`config.mk`:
```
export PLATFORM = sky130hd
export DESIGN_NAME = dlfloat_operand_sequencer
export DESIGN_NICKNAME = d
export VERILOG_FILES = /design/src/rtl/dlfloat_operand_sequencer.sv
export SDC_FILE = /design/constraint.sdc
export NUM_CORES = 1
export LEC_CHECK = 0
export ABC_AREA = 1
export BUFFER_PORTS_ARGS = -buffer_cell sky130_fd_sc_hd__buf_2
export CAP_MARGIN = 40
export CORE_MARGIN = 2
export CORE_UTILIZATION = 54
export DETAILED_ROUTE_END_ITERATION = 6
export PLACE_DENSITY_LB_ADDON = 0.2
export SLEW_MARGIN = 40
export SYNTH_ARGS = -nofsm -noshare
export SYNTH_HDL_FRONTEND = slang
export SYNTH_SLANG_ARGS = --single-unit
```
`constraint.sdc`:
```
create_clock -name clk -period 3.4 [get_ports clk]
set_input_delay 0.17 -clock clk [delete_from_list [all_inputs] [get_ports clk]]
set_output_delay 0.17 -clock clk [all_outputs]
set_load 0.01 [all_outputs]
```
`src/rtl/dlfloat_operand_sequencer.sv`:
```
// Pairs a DLFloat word stream (A then B) into operand pairs, queues them in a small FIFO
// and issues one pair per cycle to dlfloat_mac, tracking MAC latency for res_valid.
module dlfloat_operand_sequencer #(
    parameter int DEPTH   = 4,
    parameter int MAC_LAT = 3,
    parameter int CNT_W   = 8
) (
    input  logic             clk,
    input  logic             rst_n,
    input  logic [15:0]      data_in,
    input  logic             in_valid,
    output logic             in_ready,
    input  logic             clr,
    output logic [15:0]      op_a,
    output logic [15:0]      op_b,
    output logic             op_valid,
    input  logic             op_ready,
    output logic             res_valid,
    output logic             phase,
    output logic [CNT_W-1:0] pair_cnt
);

    localparam int AW = $clog2(DEPTH);
    localparam int CW = AW + 1;

    localparam logic [0:0] S_A = 1'b0;
    localparam logic [0:0] S_B = 1'b1;

    logic [0:0]         state;
    logic [CW-1:0]      count;
    logic [AW-1:0]      wr_ptr;
    logic [AW-1:0]      rd_ptr;
    logic [15:0]        a_hold;
    logic [31:0]        mem [DEPTH];
    logic [MAC_LAT-1:0] lat_pipe;

    logic accept;
    logic push;
    logic pop;

    // rst_n gates in_ready so nothing is advertised while the block is held in reset.
    assign in_ready = rst_n && (count != CW'(DEPTH)) && !clr;
    assign accept   = in_valid && in_ready;
    assign push     = accept && (state == S_B);
    assign op_valid = (count != '0);
    assign pop      = op_valid && op_ready && !clr;

    assign op_a      = op_valid ? mem[rd_ptr][31:16] : '0;
    assign op_b      = op_valid ? mem[rd_ptr][15:0]  : '0;
    assign res_valid = lat_pipe[MAC_LAT-1];
    assign phase     = state[0];

    always_ff @(posedge clk or negedge rst_n) begin
        if (!rst_n) begin
            state    <= S_A;
            count    <= '0;
            wr_ptr   <= '0;
            rd_ptr   <= '0;
            a_hold   <= '0;
            lat_pipe <= '0;
            pair_cnt <= '0;
        end else if (clr) begin
            state    <= S_A;
            count    <= '0;
            wr_ptr   <= '0;
            rd_ptr   <= '0;
            a_hold   <= '0;
            lat_pipe <= '0;
            pair_cnt <= '0;
        end else begin
            if (accept) begin
                if (state == S_A) begin
                    a_hold <= data_in;
                    state  <= S_B;
                end else begin
                    state  <= S_A;
                end
            end

            if (push) wr_ptr <= wr_ptr + AW'(1);
            if (pop)  rd_ptr <= rd_ptr + AW'(1);

            case ({push, pop})
                2'b10:   count <= count + CW'(1);
                2'b01:   count <= count - CW'(1);
                default: count <= count;
            endcase

            lat_pipe[0] <= pop;
            for (int unsigned i = 1; i < MAC_LAT; i++) begin
                lat_pipe[i] <= lat_pipe[i-1];
            end

            if (pop && (pair_cnt != '1)) pair_cnt <= pair_cnt + CNT_W'(1);
        end
    end

    // Storage needs no reset: op_a/op_b are masked whenever the FIFO is empty.
    always_ff @(posedge clk) begin
        if (push) mem[wr_ptr] <= {a_hold, data_in};
    end

endmodule

```
==> results of run 1 <==
-- layout make-up --
cell class / instances / area (µm²)
Fill cell: 882 / 4100
Clock buffer: 20 / 447
Timing Repair Buffer: 91 / 566
Sequential cell: 163 / 4720
Multi-Input combinational cell: 368 / 1730
Inverter: 28 / 108
Tap cell: 168 / 210
Clock inverter: 12 / 180
-- power by group --
part | total (mW) | leakage [nW] | internal [mW] | switching, mW
clock network | 2.00 | 0.289 | 1.25 | 0.751
registers | 2.29 | 1.64 | 2.23 | 0.0608
logic | 1.26 | 1.31 | 0.400 | 0.858
total | 5.55 | 3.24 | 3.88 | 1.67
-- cells in the final DEF, fill, tap and decap left out, drive strengths merged --
| cell type | n |
|---|---|
| nor2 | 145 |
| edfxtp | 128 |
| nand2 | 84 |
| buf | 74 |
| o21ai | 73 |
| dfrtp | 35 |
| a21oi | 34 |
| inv | 28 |
| clkbuf | 20 |
| dlygate4sd3 | 17 |
| nand3 | 15 |
| nand4 | 6 |
| ha | 5 |
| clkinvlp | 5 |
| bufinv | 4 |
| clkinv | 3 |
| xor2 | 2 |
| o21bai | 1 |
| xnor2 | 1 |
| nand3b | 1 |
| fa | 1 |
-- critical path: cells and delay by family (launching register included) --
family,cells,cell delay (ns)
simple gates,2,0.27
buf+inv,2,0.75
compound gates,2,0.39
flops,1,0.38
-- metrics by stage --
stage	instances	utilization (%)
finish	850	66.0
global route	850	66.0
CTS	850	66.0
detailed placement	801	59.4
global placement	801	59.4
floorplan	587	-
-- cells in the mapped netlist, types with 2 or more instances --
| library cell | instances | share of area, % |
|---|---|---|
| nor2_1 | 140 | 7.8 |
| edfxtp_1 | 128 | 57 |
| nand2_1 | 80 | 4.5 |
| o21ai_0 | 70 | 5.2 |
| dfrtp_1 | 35 | 13 |
| a21oi_1 | 34 | 2.5 |
| inv_1 | 23 | 1.3 |
| clkbuf_1 | 13 | 0.73 |
| nand3_1 | 13 | 0.97 |
| buf_2 | 10 | 0.75 |
| ha_1 | 5 | 0.93 |
| nand4_1 | 5 | 0.47 |
| inv_2 | 4 | 0.22 |
| buf_6 | 3 | 0.50 |
| nand2_2 | 3 | 0.28 |
| nor2_8 | 3 | 0.90 |
| o21ai_1 | 3 | 0.22 |
| buf_4 | 2 | 0.22 |
| nor2_2 | 2 | 0.19 |
| xor2_1 | 2 | 0.26 |
-- worst paths after layout --
kind	startpoint	end	slack, ns	cells past startpoint
setup reg to reg	count[0]$_DFFE_PN0P_	count[2]$_DFFE_PN0P_	1.20	11
hold / removal	op_ready	rd_ptr[0]$_DFFE_PN0P_	0.04	3
max in group asynchronous	rst_n	rd_ptr[0]$_DFFE_PN0P_	2.64	3
setup / recovery	rd_ptr[0]$_DFFE_PN0P_	op_a[11]	1.01	6
min in group asynchronous	rst_n	lat_pipe[1]$_DFF_PN0_	0.37	3
hold reg to reg	lat_pipe[1]$_DFF_PN0_	lat_pipe[2]$_DFF_PN0_	0.47	2
-- sequential cells by signal, summed over array words and instances (netlist names) --
name and cells:
pair_cnt 8, count 3, mem 128, a_hold 16
lat_pipe 3, phase 1, rd_ptr 2, wr_ptr 2
-- metal layers --
layer	vias up	wire (µm)	track usage, %
met1	2127	5780	28.7
met3	18	893	6.11
li1	2168	-	-
met5	-	0	0
met2	134	6790	38.0
met4	0	167	6.10
-- kinds of logic (layout without fill, tap and decap cells) --
logic type / count (synthesis) / in the layout / synth area share (%)
AO/OA/AOI/OAI: 108 / 108 / 8.11
XOR/XNOR: 3 / 3 / 0.392
adder cells (fa/ha/maj): 6 / 6 / 1.23
buffers and inverters: 56 / 151 / 3.77
flip-flops: 163 / 163 / 70.5
AND/OR/NAND/NOR: 251 / 251 / 16.0
==> impl_metrics.json, run 1 <==
{
  "status": "finished, final reports clean",
  "die_w_um": 115,
  "first_pass_iters": 4,
  "via_per_inst": 5.23,
  "final_cell_area_mm2": 0.00797,
  "syn-cell-area_mm2": 0.00670,
  "drv_slew": 0,
  "overflow": 0,
  "die_h_um": 115,
  "hold_viol": 0,
  "fmax_mhz": 418,
  "relSlewSlack_pct": 52.7,
  "synth_ff_type": "edfxtp_1",
  "insertedDiodeCount": 0,
  "max_stage_delay_ns": 0.57,
  "areaGrowthSynthToFinish_pct": 18.9,
  "ctsResizeCount": 0,
  "htreeDepth": 4,
  "total_power_mw": 5.55,
  "clk_pin_slew_ns": 0.06,
  "syn_inst": 587,
  "place.port_buffers": 64,
  "wl_mm": 13.6,
  "hp-class": "in -> reg",
  "start_kind": "flip-flop",
  "hold_slack_ns": 0.0358,
  "die_area_mm2": 0.0133,
  "cts_buffer_depth": 2,
  "rows": 40,
  "period_minus_slack_ns": 2.39,
  "synthArstFlopShare_pct": 21.5,
  "grt_max_degree": 66,
  "crit_chain": "buf_4, nor2_1, nor2_1, o21ai_0, a21oi_1, buf_2",
  "setup_tns_ns": 0,
  "grt_pass1_wl_mm": 22.4,
  "boundaryPins": 65,
  "clk_latency_ns": 0.42,
  "power_leakage_nw": 3.24,
  "finalCritPeriodShare_pct": 70.3,
  "via_count": 4447,
  "setup_viol": 0,
  "nets": 696,
  "clock-sinks": 163,
  "preCtsSetupSlack_ns": 1.23,
  "ys_seq_elements": 163,
  "cp.arrival_ns": 2.22,
  "final_antenna_net_count": 0,
  "post_synth_num_cell_types": 29,
  "post_cts_buffers": 0,
  "placed_area_mm2": 0.00717,
  "drive_above_1_share_pct": 18.3,
  "fin_skew_ns": 0.00990,
  "cts_tree": "done",
  "synth_nets": 614,
  "antenna_found_initial": 0,
  "dpl.hpwl_mm": 7.65,
  "required_ns": 3.23,
  "critPathMaxFanout": 65,
  "synth.yosys.seq_area_share_pct": 70.5,
  "end_kind": "output port",
  "grt_pass1_vias": 4448,
  "ir_drop_uv": 461,
  "routedWlPerCell_um": 16.0,
  "power.density_mw_per_mm2": 696,
  "dr.first_iter.drc_count": 355,
  "worst_pin_slew_ns": 0.710,
  "gp_congestion": 0.844,
  "cts_hold_buf": 17,
  "path_common_cell": "nor2_1",
  "numCtsBuffers": 17,
  "criticalPathCategory": "reg -> out",
  "root_buffer": "clkbuf_16",
  "finalWorstSetupSlack_ns": 1.01,
  "synth_edf_count": 128,
  "grt_usage_pct": 22.4,
  "yosysWarnings": 0,
  "avgSynthCellArea_um2": 11.4,
  "start_util_pct": 55.5,
  "rsz0062_at_grt": "false",
  "cap_violations": 0,
  "drc": 0,
  "coreArea_mm2": 0.0121,
  "slowest_stage": "buf_4"
}
No activity file was read; power rests on OpenSTA's default activity.
==> inputs of run 2 (changes only) <==
Clock period 3.4 ns to 2.4 ns, I/O delays scaled along.
==> run 2 against run 1 <==
Routed wire length is 0.37% lower. Setup slack got worse by 0.74 ns. Via count barely moved. Clock power rose by 38%. First-iteration DRC count is 7.9% lower. Sequential power increased by 41%. Highest routed layer unchanged.
==> impl_metrics.json, run 2 (same netlist as run 1, synthesis figures left out) <==
{
  "grt_usage_pct": 22.0,
  "relSlewSlack_pct": 68.1,
  "r2r_start": "count[1]$_DFFE_PN0P_",
  "power.density_mw_per_mm2": 969,
  "placed_area_mm2": 0.00725,
  "htreeDepth": 4,
  "die_w_um": 115,
  "worst_pin_slew_ns": 0.479,
  "grt_pass1_vias": 4310,
  "start_kind": "flip-flop",
  "dp_cells": 805,
  "crit_chain": "nor2_2, nand2_2, nand3_2, inv_2, nand2_1, inv_1, fa_1, xor2_1, nand3b_1, nand2_1, inv_1, nand2_1",
  "reg2reg_slack_ns": 0.26,
  "rows": 40,
  "fillers": 885,
  "first_pass_iters": 4,
  "die_area_mm2": 0.0133,
  "final_cell_area_mm2": 0.00806,
  "holdPathEnd": "lat_pipe[1]$_DFF_PN0_",
  "cp.arrival_ns": 2.44,
  "hold_viol": 0,
  "status": "finished, final reports clean",
  "rr_endpoint": "count[2]$_DFFE_PN0P_",
  "end_kind": "flip-flop",
  "finalCritPeriodShare_pct": 89.0,
  "gp_congestion": 0.897,
  "drv_slew": 0,
  "criticalPathCategory": "reg -> reg",
  "drive_above_1_share_pct": 19.1,
  "hold_start": "clr",
  "holdPathStages": 2,
  "rsz0062_at_grt": "false",
  "start_util_pct": 55.5,
  "routedWlPerCell_um": 15.9,
  "fin_skew_ns": 0.00588,
  "grt_pass1_wl_mm": 21.9,
  "root_buffer": "clkbuf_16",
  "overflow": 0,
  "drc": 0,
  "largest_register_ffs": 128,
  "nets": 701,
  "hp-class": "in -> reg",
  "layout_commonest_cell": "nor2_1",
  "path_common_cell": "nand2_1",
  "cts_tree": "done",
  "fmax_mhz": 468,
  "slowest_stage": "dfrtp_1",
  "antenna_found_initial": 0,
  "coreArea_mm2": 0.0121,
  "instances_no_fill": 855,
  "cap_violations": 0,
  "worst-r2r-cell-count": 12,
  "grt_max_degree": 38,
  "via_per_inst": 5.20,
  "post_cts_buffers": 0,
  "areaGrowthSynthToFinish_pct": 20.3,
  "die_h_um": 115,
  "largest_register": "mem",
  "clk_latency_ns": 0.42,
  "critPathMaxFanout": 5,
  "final_cell_mix": "136 x nor2_1, 128 x edfxtp_1, 80 x nand2_1",
  "wl_mm": 13.6,
  "numCtsBuffers": 17,
  "insertedDiodeCount": 0,
  "reg_top3": "mem: 128 flops, a_hold: 16 flops, pair_cnt: 8 flops",
  "required_ns": 2.70,
  "place.port_buffers": 64,
  "cts_buffer_depth": 2,
  "boundaryPins": 65,
  "ir_drop_uv": 650,
  "dpl.hpwl_mm": 7.99,
  "final_antenna_net_count": 0,
  "max_stage_delay_ns": 0.43,
  "total_power_mw": 7.80,
  "clk_pin_slew_ns": 0.06,
  "power_leakage_nw": 3.30,
  "via_count": 4450,
  "period_minus_slack_ns": 2.14,
  "setup_viol": 0,
  "clock-sinks": 163,
  "dr.first_iter.drc_count": 327
}
[run 2: worst max-delay path by stage]
stage / startpoint / endpoint / slack, ns / cells after the start
after floorplan: count[0]$_DFFE_PN0P_ / mem[0][0]$_DFFE_PP_ / -0.19 / 4
after global placement: clr / count[2]$_DFFE_PN0P_ / 0.46 / 12
after detailed placement: count[1]$_DFFE_PN0P_ / count[2]$_DFFE_PN0P_ / 0.36 / 12
after CTS: count[1]$_DFFE_PN0P_ / count[2]$_DFFE_PN0P_ / 0.29 / 12
after global routing: count[0]$_DFFE_PN0P_ / count[2]$_DFFE_PN0P_ / 0.14 / 12
final: count[1]$_DFFE_PN0P_ / count[2]$_DFFE_PN0P_ / 0.26 / 12
[run 2: per-layer routing]
metal | GRT usage [%] | up-vias | share of wire (%)
met5 | 0 | - | 0
met4 | 7.87 | 0 | 0.96
met3 | 5.17 | 10 | 5.1
met2 | 35.7 | 107 | 50
met1 | 29.6 | 2155 | 44
li1 | - | 2178 | -
[run 2: area by class of cell]
| cell class | instances | area, µm² | area share, % |
|---|---|---|---|
| Clock inverter | 6 | 60.1 | 0.745 |
| Sequential cell | 163 | 4720 | 58.6 |
| Multi-Input combinational cell | 368 | 1730 | 21.5 |
| Clock buffer | 26 | 572 | 7.10 |
| Inverter | 28 | 105 | 1.30 |
| Tap cell | 168 | 210 | 2.61 |
| Timing Repair Buffer | 96 | 656 | 8.14 |
[run 2: timing repair]
item / in CTS / in global routing
endpoints found under the hold margin: 115 / 0
hold buffers: 18 / 0
resized for setup: 0 / 0
[run 2: power by group]
| group | internal [mW] | switching (mW) | leakage (nW) |
|---|---|---|---|
| clock network | 1.74 | 1.02 | 0.311 |
| registers | 3.16 | 0.0882 | 1.64 |
| logic | 0.583 | 1.22 | 1.34 |
[run 2: worst max-delay path, delay by kind of cell, from the launching register on]
| kind | cells | cell delay, ns |
|---|---|---|
| fa+ha+maj | 1 | 0.42 |
| xor+xnor | 1 | 0.19 |
| simple gates | 7 | 0.77 |
| buf+inv | 3 | 0.21 |
| flops | 1 | 0.43 |
[run 2: metrics by stage]
step / hold slack, ns / setup WS [ns] / TNS, ns / util [%]
finish: 0.0733 / 0.264 / 0 / 66.8
global route: 0.102 / 0.136 / 0 / 66.8
CTS: 0.0534 / 0.285 / 0 / 66.8
detailed placement: 0.214 / 0.362 / 0 / 60.1
global placement: 0.216 / 0.458 / 0 / 60.1
floorplan: -0.176 / -0.190 / -24.29 / -
==> inputs of run 3 (changes only) <==
Settings changed: ABC_AREA 1 to 0, CORE_UTILIZATION 54 to 30.
==> run 3 against run 2 <==
Final cell count decreased by 11%. Area after synthesis is 1.8% lower. Sequential share of layout area rose by 0.42 points. Routed wire length fell by 0.89%. Global-route usage decreased by 9.9 points. Die area is 74% higher. Largest cell class unchanged. Largest power group unchanged.
==> impl_metrics.json, run 3 <==
{
  "status": "finished, final reports clean",
  "cp.arrival_ns": 2.06,
  "first_pass_iters": 4,
  "final_antenna_net_count": 0,
  "drc": 0,
  "drv_slew": 0,
  "cap_violations": 0,
  "rows": 54,
  "synthDominantCellAreaShare_pct": 58.5,
  "start_kind": "flip-flop",
  "yosysWarnings": 0,
  "boundaryPins": 65,
  "rr_endpoint": "count[2]$_DFFE_PN0P_",
  "synth_ff_type": "edfxtp_1",
  "finalCritPeriodShare_pct": 90.8,
  "fin_skew_ns": 0.00892,
  "syn_inst": 376,
  "post_cts_buffers": 0,
  "overflow": 0,
  "grt_pass1_wl_mm": 21.6,
  "htreeDepth": 4,
  "hold_slack_ns": 0.0404,
  "ys_seq_elements": 163,
  "worst-r2r-cell-count": 7,
  "gp_congestion": 0.728,
  "wl_mm": 13.5,
  "synthArstFlopShare_pct": 21.5,
  "coreArea_mm2": 0.0217,
  "synth_nets": 403,
  "yosys-top-cells-area": "edfxtp_1 58%, dfrtp_1 13%, mux4_2 11%, and2_1 3.4%, nand2b_1 1.9%",
  "die_area_mm2": 0.0231,
  "syn-cell-area_mm2": 0.00657,
  "power_leakage_nw": 2.97,
  "insertedDiodeCount": 0,
  "synth_common_cells": "128 x edfxtp_1, 36 x and2_1, 35 x dfrtp_1",
  "finalWorstSetupSlack_ns": 0.222,
  "cts_hold_buf": 17,
  "start_util_pct": 30.3,
  "dr.first_iter.drc_count": 153,
  "preCtsSetupSlack_ns": 0.263,
  "ctsResizeCount": 0,
  "clk_pin_slew_ns": 0.06,
  "post_synth_num_cell_types": 43,
  "reg2reg_slack_ns": 0.25,
  "setup_viol": 0,
  "rsz0062_at_grt": "false",
  "routedWlPerCell_um": 17.7,
  "hp-class": "in -> reg",
  "hold_viol": 0,
  "layout_commonest_cell": "edfxtp_1",
  "areaGrowthSynthToFinish_pct": 21.7,
  "fmax_mhz": 459,
  "clk_latency_ns": 0.43,
  "grt_pass1_vias": 3836,
  "via_count": 3443,
  "hold_start": "in_valid",
  "synth_edf_count": 128,
  "numCtsBuffers": 17,
  "ir_drop_uv": 391,
  "criticalPathCategory": "reg -> out",
  "holdPathEnd": "phase$_DFFE_PN0P_",
  "cts_buffer_depth": 2,
  "relSlewSlack_pct": 62.8,
  "yosysTopAreaCell": "edfxtp_1",
  "critPathMaxFanout": 24,
  "required_ns": 2.28,
  "clock-sinks": 163,
  "antenna_found_initial": 0,
  "grt_max_degree": 39,
  "nets": 493,
  "cts_tree": "done",
  "grt_usage_pct": 12.2,
  "r2r_start": "count[0]$_DFFE_PN0P_",
  "holdPathStages": 3,
  "reg_top3": "mem: 128 flops, a_hold: 16 flops, pair_cnt: 8 flops",
  "period_minus_slack_ns": 2.18,
  "die_w_um": 152,
  "final_cell_mix": "128 x edfxtp_1, 64 x buf_2, 34 x dfrtp_1",
  "via_per_inst": 4.54,
  "power.density_mw_per_mm2": 808,
  "root_buffer": "clkbuf_16",
  "synth.yosys.seq_area_share_pct": 71.8,
  "dpl.hpwl_mm": 7.88,
  "end_kind": "output port",
  "setup_tns_ns": 0,
  "avgSynthCellArea_um2": 17.5,
  "worst_pin_slew_ns": 0.558,
  "drive_above_1_share_pct": 29.2,
  "largest_register_ffs": 128,
  "die_h_um": 152,
  "place.port_buffers": 64,
  "largest_register": "mem",
  "synth.most_common_cell": "edfxtp_1"
}
run 3: through the flow:
stage	power (mW)	cells	instance area [µm²]	utilization [%]
after global routing	6.71	759	8000	36.9
after global placement	3.84	710	7250	33.4
after detailed placement	3.85	710	7260	33.5
final	6.47	759	8000	36.9
after floorplan	3.58	376	6570	-
after CTS	6.55	759	8000	36.9
run 3: area by class of cell:
type | count | area [µm²]
Clock buffer | 26 | 469
Clock inverter | 6 | 104
Fill cell | 2060 | 13700
Inverter | 5 | 18.8
Multi-Input combinational cell | 189 | 1770
Sequential cell | 163 | 4720
Tap cell | 280 | 350
Timing Repair Buffer | 90 | 571
run 3: routing by layer:
metal / wire length [µm] / vias up / global-route usage, %
met2: 6420 / 61 / 19.5
met5: 0 / - / 0
met3: 486 / 15 / 3.48
li1: - / 1612 / -
met1: 6380 / 1755 / 16.1
met4: 170 / 0 / 4.01
run 3: cell families (layout without fill, tap and decap cells):
| family | count (synthesis) | count (layout) | synth area share (%) |
|---|---|---|---|
| AOI/OAI and AO/OA | 31 | 31 | 2.84 |
| xor gates and xnor gates | 5 | 5 | 0.781 |
| adders and majority gates | 6 | 6 | 1.26 |
| buffers and inverters | 24 | 127 | 1.62 |
| DFF | 163 | 163 | 71.8 |
| muxes | 37 | 37 | 11.7 |
| and+or+nand+nor | 110 | 110 | 9.97 |
run 3: worst max-delay path, cell delays in order, from the launching register on:
cell and delay (ns):
dfrtp_2 0.48, buf_12 0.27, mux4_2 0.58, and2_1 0.18, buf_2 0.13
run 3: how the worst max path moves through the flow:
stage                          start                    to
6_report       rd_ptr[0]$_DFFE_PN0P_               op_b[7]
5_1_grt        rd_ptr[0]$_DFFE_PN0P_               op_b[7]
3_3_place_gp    count[0]$_DFFE_PN0P_  count[2]$_DFFE_PN0P_
4_1_cts        rd_ptr[0]$_DFFE_PN0P_               op_b[7]
2_1_floorplan   count[2]$_DFFE_PN0P_   mem[0][0]$_DFFE_PP_
3_5_place_dp    count[0]$_DFFE_PN0P_  count[2]$_DFFE_PN0P_
run 3: report_power, final:
part	total, mW	internal (mW)	switching [mW]	leakage, nW
sequential	3.14	3.09	0.0477	1.67
combinational	0.651	0.307	0.344	1.02
clock	2.68	1.66	1.02	0.278
total	6.47	5.05	1.41	2.97
